File: src/rtl/rc6_pkg.sv
// Shared RC6 constants, derived sizes and the key-expander FSM state type.
package rc6_pkg;

    localparam int ROUNDS    = 20;
    localparam int S_WORDS   = 2 * ROUNDS + 4;
    localparam int KEY_WORDS = 8;
    localparam int MIX_STEPS = 3 * ((S_WORDS > KEY_WORDS) ? S_WORDS : KEY_WORDS);
    localparam int CNT_W     = 8;

    localparam logic [31:0] P32 = 32'hB7E15163;
    localparam logic [31:0] Q32 = 32'h9E3779B9;

    typedef enum logic [2:0] {
        IDLE,
        CLEAR,
        LOAD,
        MIX,
        DONE
    } state_t;

endpackage

File: src/rtl/rc6_rotl32.sv
// 32-bit rotate-left by a 5-bit amount; an amount of 0 passes the word through.
module rc6_rotl32 (
    input  logic [31:0] din,
    input  logic [4:0]  amt,
    output logic [31:0] dout
);

    // A right shift by 32 yields 0, so amt==0 collapses to din.
    assign dout = (din << amt) | (din >> (6'd32 - {1'b0, amt}));

endmodule

File: src/rtl/rc6_key_expander.sv
// RC6 key-schedule sequencer: clears and loads the key register, then issues
// one S/L word update per cycle for the mixing loop and flags the subkeys valid.
module rc6_key_expander
    import rc6_pkg::*;
(
    input  logic         inClk,
    input  logic         inReset,
    input  logic         inStart,
    input  logic [255:0] inKey,
    input  logic [31:0]  inSregValue,
    input  logic [31:0]  inLregValue,
    input  logic [31:0]  inAdata,
    input  logic [31:0]  inBdata,
    output logic         outRegClear,
    output logic         outExtWr,
    output logic [255:0] outExtKey,
    output logic         outIntWr,
    output logic [31:0]  outSvalue,
    output logic [31:0]  outLvalue,
    output logic         outBusy,
    output logic         outDone,
    output logic         outKeyValid
);

    state_t             state, state_nxt;
    logic [CNT_W-1:0]   step_cnt;
    logic [255:0]       ext_key;
    logic               key_valid;

    logic [31:0]        s_sum, s_rot, ab_sum, l_sum, l_rot;

    always_ff @(posedge inClk) begin
        if (inReset) begin
            state     <= IDLE;
            step_cnt  <= '0;
            ext_key   <= '0;
            key_valid <= 1'b0;
        end else begin
            state <= state_nxt;
            if (state == IDLE && inStart) begin
                ext_key   <= inKey;
                key_valid <= 1'b0;
            end
            if (state == DONE) begin
                key_valid <= 1'b1;
            end
            if (state == LOAD) begin
                step_cnt <= '0;
            end else if (state == MIX) begin
                step_cnt <= step_cnt + CNT_W'(1);
            end
        end
    end

    always_comb begin
        state_nxt = state;
        case (state)
            IDLE:    if (inStart) state_nxt = CLEAR;
            CLEAR:   state_nxt = LOAD;
            LOAD:    state_nxt = MIX;
            MIX:     if (step_cnt == CNT_W'(MIX_STEPS - 1)) state_nxt = DONE;
            DONE:    state_nxt = IDLE;
            default: state_nxt = IDLE;
        endcase
    end

    // Single-cycle mixing step; the key register supplies S[i], L[j], A and B.
    assign s_sum  = inSregValue + inAdata + inBdata;

    rc6_rotl32 u_rotl_s (
        .din  (s_sum),
        .amt  (5'd3),
        .dout (s_rot)
    );

    assign ab_sum = s_rot + inBdata;
    assign l_sum  = inLregValue + ab_sum;

    rc6_rotl32 u_rotl_l (
        .din  (l_sum),
        .amt  (ab_sum[4:0]),
        .dout (l_rot)
    );

    assign outRegClear = (state == CLEAR);
    assign outExtWr    = (state == LOAD);
    assign outIntWr    = (state == MIX);
    assign outDone     = (state == DONE);
    assign outBusy     = (state == CLEAR) || (state == LOAD) || (state == MIX);
    assign outExtKey   = ext_key;
    assign outKeyValid = key_valid;
    assign outSvalue   = outIntWr ? s_rot : 32'd0;
    assign outLvalue   = outIntWr ? l_rot : 32'd0;

endmodule

File: config.mk
export PLATFORM = sky130hd
export DESIGN_NAME = rc6_key_expander
export DESIGN_NICKNAME = d
export VERILOG_FILES = /design/src/rtl/rc6_pkg.sv /design/src/rtl/rc6_rotl32.sv /design/src/rtl/rc6_key_expander.sv
export SDC_FILE = /design/constraint.sdc
export NUM_CORES = 1
export LEC_CHECK = 0
export CAP_MARGIN = 20
export CORE_AREA = 2 2 278 280
export CTS_CLUSTER_SIZE = 14
export DETAILED_ROUTE_END_ITERATION = 10
export DIE_AREA = 0 0 280 282
export PLACE_DENSITY = 0.5
export SLEW_MARGIN = 20
export SYNTH_ARGS = -nofsm -noshare
export SYNTH_HDL_FRONTEND = slang
export SYNTH_SLANG_ARGS = --single-unit
File: constraint.sdc
create_clock -name inClk -period 17.16 [get_ports inClk]
set_input_delay 2.574 -clock inClk [delete_from_list [all_inputs] [get_ports inClk]]
set_output_delay 2.574 -clock inClk [all_outputs]
set_load 0.01 [all_outputs]
==> flow_metrics.py <==
metrics = {
    "synth": {
        "async_flop_share": 0,
        "synth-edff-count": 0,
        "synth_cells": 2524,
        "yosys.area.top_type_share": 0.2866,
        "synth_area_leader_cell": "dfxtp_1",
        "synth-seq-cells": 268,
        "synth.area.top_cells": "dfxtp_1 (29%), nand2_1 (13%), a21oi_1 (11%), ha_1 (6.3%), fa_1 (3.6%)",
        "syn-cell-area_um2": 18720,
        "synth_ff_type": "dfxtp_1",
        "syn_avg_cell_area_um2": 7.417,
        "ys_warn_count": 0,
        "syn-num-nets": 3039,
        "yosysSeqAreaShare": 0.2866,
        "synth.distinct_cells": 90,
    },
    "critical_path": {
        "critPathKind": "in2out",
        "reg2reg_from": "state[0]",
        "crit_top_cell": "a21oi_1",
        "r2r_cells": 5,
        "path_max_fanout": 6,
        "worst_setup_path_start_kind": "input pin",
        "required_ns": 14.59,
        "r2r_end": "outExtKey[15]",
        "slowest_stage": "a211oi_1",
        "worstSetupEndpoint": "outLvalue[26]",
        "startpoint": "inBdata[1]",
        "end_kind": "output pin",
        "slowest_delay_ns": 0.77,
        "critPathArrivalTime_ns": 13.82,
        "rrSetupSlack_ns": 14.20,
    },
    "placement": {
        "post-dp-hpwl_um": 69260,
        "gp_congestion": 0.9186,
        "place_ws_ns": 0.7961,
        "dp.cells": 4082,
        "place.port_buffers": 712,
        "dpl_cell_area_um2": 26790,
    },
    "clocking": {
        "cts_buffers": 34,
        "cts_tree": "yes",
        "path_clk_slew_ns": 0.05,
        "ctsResizeCount": 0,
        "cts_setup_buffers": 0,
        "cts_htree_levels": 2,
        "cts_sinks": 268,
        "worstSkewPairLatency_ns": 0.55,
        "cts_hold_buf": 0,
        "root_buffer": "clkbuf_16",
        "clockBufferDepth": 3,
    },
    "layout": {
        "drive_above_1_share": 0.04896,
        "area_delta_synth_final_pct": 49.38,
        "fin_area_um2": 27970,
        "layout_common_cells": "clkdlybuf4s50_1 (711), nand2_1 (651), a21oi_1 (397), dfxtp_1 (268), nor2_1 (119)",
        "fin_nets": 3655,
        "final_common_cell": "clkdlybuf4s50_1",
        "nFillCells": 8063,
        "instances_no_fill": 4153,
    },
    "floorplan": {
        "die_area_um2": 78960,
        "dieWidth_um": 280,
        "fp.dieH_um": 282,
        "io_pins": 713,
        "rows": 101,
        "coreArea_um2": 75700,
        "initial_core_util": 0.2473,
    },
    "pwr": {
        "power_density_nw_per_um2": 231.7,
        "power_mw": 6.481,
        "p_leak_nw": 10.61,
        "peakVddDrop_mv": 0.1257,
    },
    "sta": {
        "period_needed_ns": 16.40,
        "timing.final.max_slew_violations": 0,
        "hold_violations": 0,
        "fin_ws_ns": 0.7622,
        "max_freq_mhz": 60.98,
        "rsz0062_at_grt": "false",
        "setup_viol_count_final": 0,
        "finalCritPeriodShare": 0.9556,
        "max_slew_margin": 0.2554,
        "fin_setup_tns_ns": 0,
        "clock_skew_ns": 0.02093,
        "tightest_slew_ns": 1.117,
    },
    "run_status": {
        "outcome": "complete, no violations",
    },
    "routing": {
        "vias_per_cell": 4.946,
        "wl_per_cell_um": 21.35,
        "firstDrtPassIters": 6,
        "initialDrtViolationCount": 1383,
        "ant_nets": 0,
        "totalWireLength_um": 88660,
        "num_vias": 20541,
        "route.detailed.drc": 0,
    },
    "global_routing": {
        "grt_pass1_vias": 19335,
        "grt_max_degree": 196,
        "antenna_found_initial": 17,
        "overflow": 0,
        "grt_usage": 0.2107,
        "grt_pass1_wl_um": 126800,
    },
    "worst_hold_path": {
        "holdCritPathClass": "reg2reg",
    },
    "run": {
        "max_cap_violations": 0,
    },
}
-- layout make-up --
cell class                 count  area, µm²  area share
inverter                      60      225.2    0.008053
clock inverter                12      172.7    0.006174
multi-input combinational   2034      12580      0.4499
tap                          978       1224     0.04375
sequential                   268       5365      0.1918
clock buffer                  50      980.9     0.03508
timing repair buffer         742       7393      0.2644
antenna                        9      22.52   0.0008053
-- Yosys cell counts, types with 5 or more instances --
cell	number
a211o_1	12
a211oi_1	24
a21o_1	39
a21oi_1	397
a221oi_1	8
a22oi_1	5
a311oi_1	5
a31oi_1	17
a41o_1	5
a41oi_1	5
and2_1	42
and3_1	9
buf_1	13
clkbuf_1	147
dfxtp_1	268
fa_1	34
ha_1	94
inv_1	56
mux2_2	12
mux2i_1	50
mux4_2	13
nand2_1	652
nand2b_1	9
nand3_1	29
nand4_1	18
nor2_1	119
nor2b_1	10
nor3_1	32
nor4_1	8
o211a_1	7
o211ai_1	19
o21a_1	19
o21ai_0	80
o21bai_1	14
o221ai_1	6
o22ai_1	19
o31ai_1	12
or2_2	10
or3_1	13
xnor2_1	63
xor2_1	36
-- logic make-up (layout without fill, tap and decap cells) --
family                     after synthesis  in the layout  synth area share
DFF                                    268            268            0.2866
buffers and inverters                  222            864           0.04498
AOI/OAI and AO/OA                      756            756            0.2489
other                                    0              9                 0
xor gates and xnor gates               102            102           0.04966
adders and majority gates              128            128           0.09918
muxes                                   76             76           0.05032
and+or+nand+nor                        972            972            0.2204
-- where the power goes --
part | total [mW] | switching [mW] | internal [mW]
Combinational | 5.06 | 3.18 | 1.88
Sequential | 0.686 | 0.0212 | 0.665
Clock | 0.733 | 0.299 | 0.434
Total | 6.48 | 3.50 | 2.98
-- state kept, by name, summed over array words and instances (netlist names) --
register     flops
step_cnt         8
outExtKey      256
outKeyValid      1
state            3
-- stage by stage --
| step | utilization | hold WS, ns |
|---|---|---|
| after global placement | 0.3539 | 0.4414 |
| after detailed placement | 0.3539 | 0.4454 |
| after global routing | 0.3694 | 0.4638 |
| after CTS | 0.3692 | 0.4535 |
| final | 0.3695 | 0.4505 |
| after floorplan | - | 0.4536 |
-- worst min path at each step --
stage / cells after the start / from / endpoint / slack [ns]
floorplan: 2 / step_cnt[1] / step_cnt[1] / 0.45
global placement: 2 / outExtKey[140] / outExtKey[140] / 0.44
detailed placement: 2 / outExtKey[116] / outExtKey[116] / 0.45
CTS: 2 / outExtKey[196] / outExtKey[196] / 0.45
global route: 2 / outExtKey[232] / outExtKey[232] / 0.46
finish: 2 / outExtKey[203] / outExtKey[203] / 0.45
-- worst max-delay path, delay by kind of cell --
kind,cells,cell delay [ns]
and+or+nand+nor,7,1.28
adders and majority gates,5,1.96
AOI/OAI and AO/OA,23,6.13
xor gates and xnor gates,2,0.60
buffers and inverters,4,1.25
-- layer usage --
metal | track usage | vias to the layer above | share of wire
li1 | - | 10083 | -
met1 | 0.2546 | 9524 | 0.41
met2 | 0.3589 | 797 | 0.49
met3 | 0.06041 | 125 | 0.082
met4 | 0.06787 | 12 | 0.024
met5 | 0 | - | 0.00094
(Power assumes the default switching activity.)
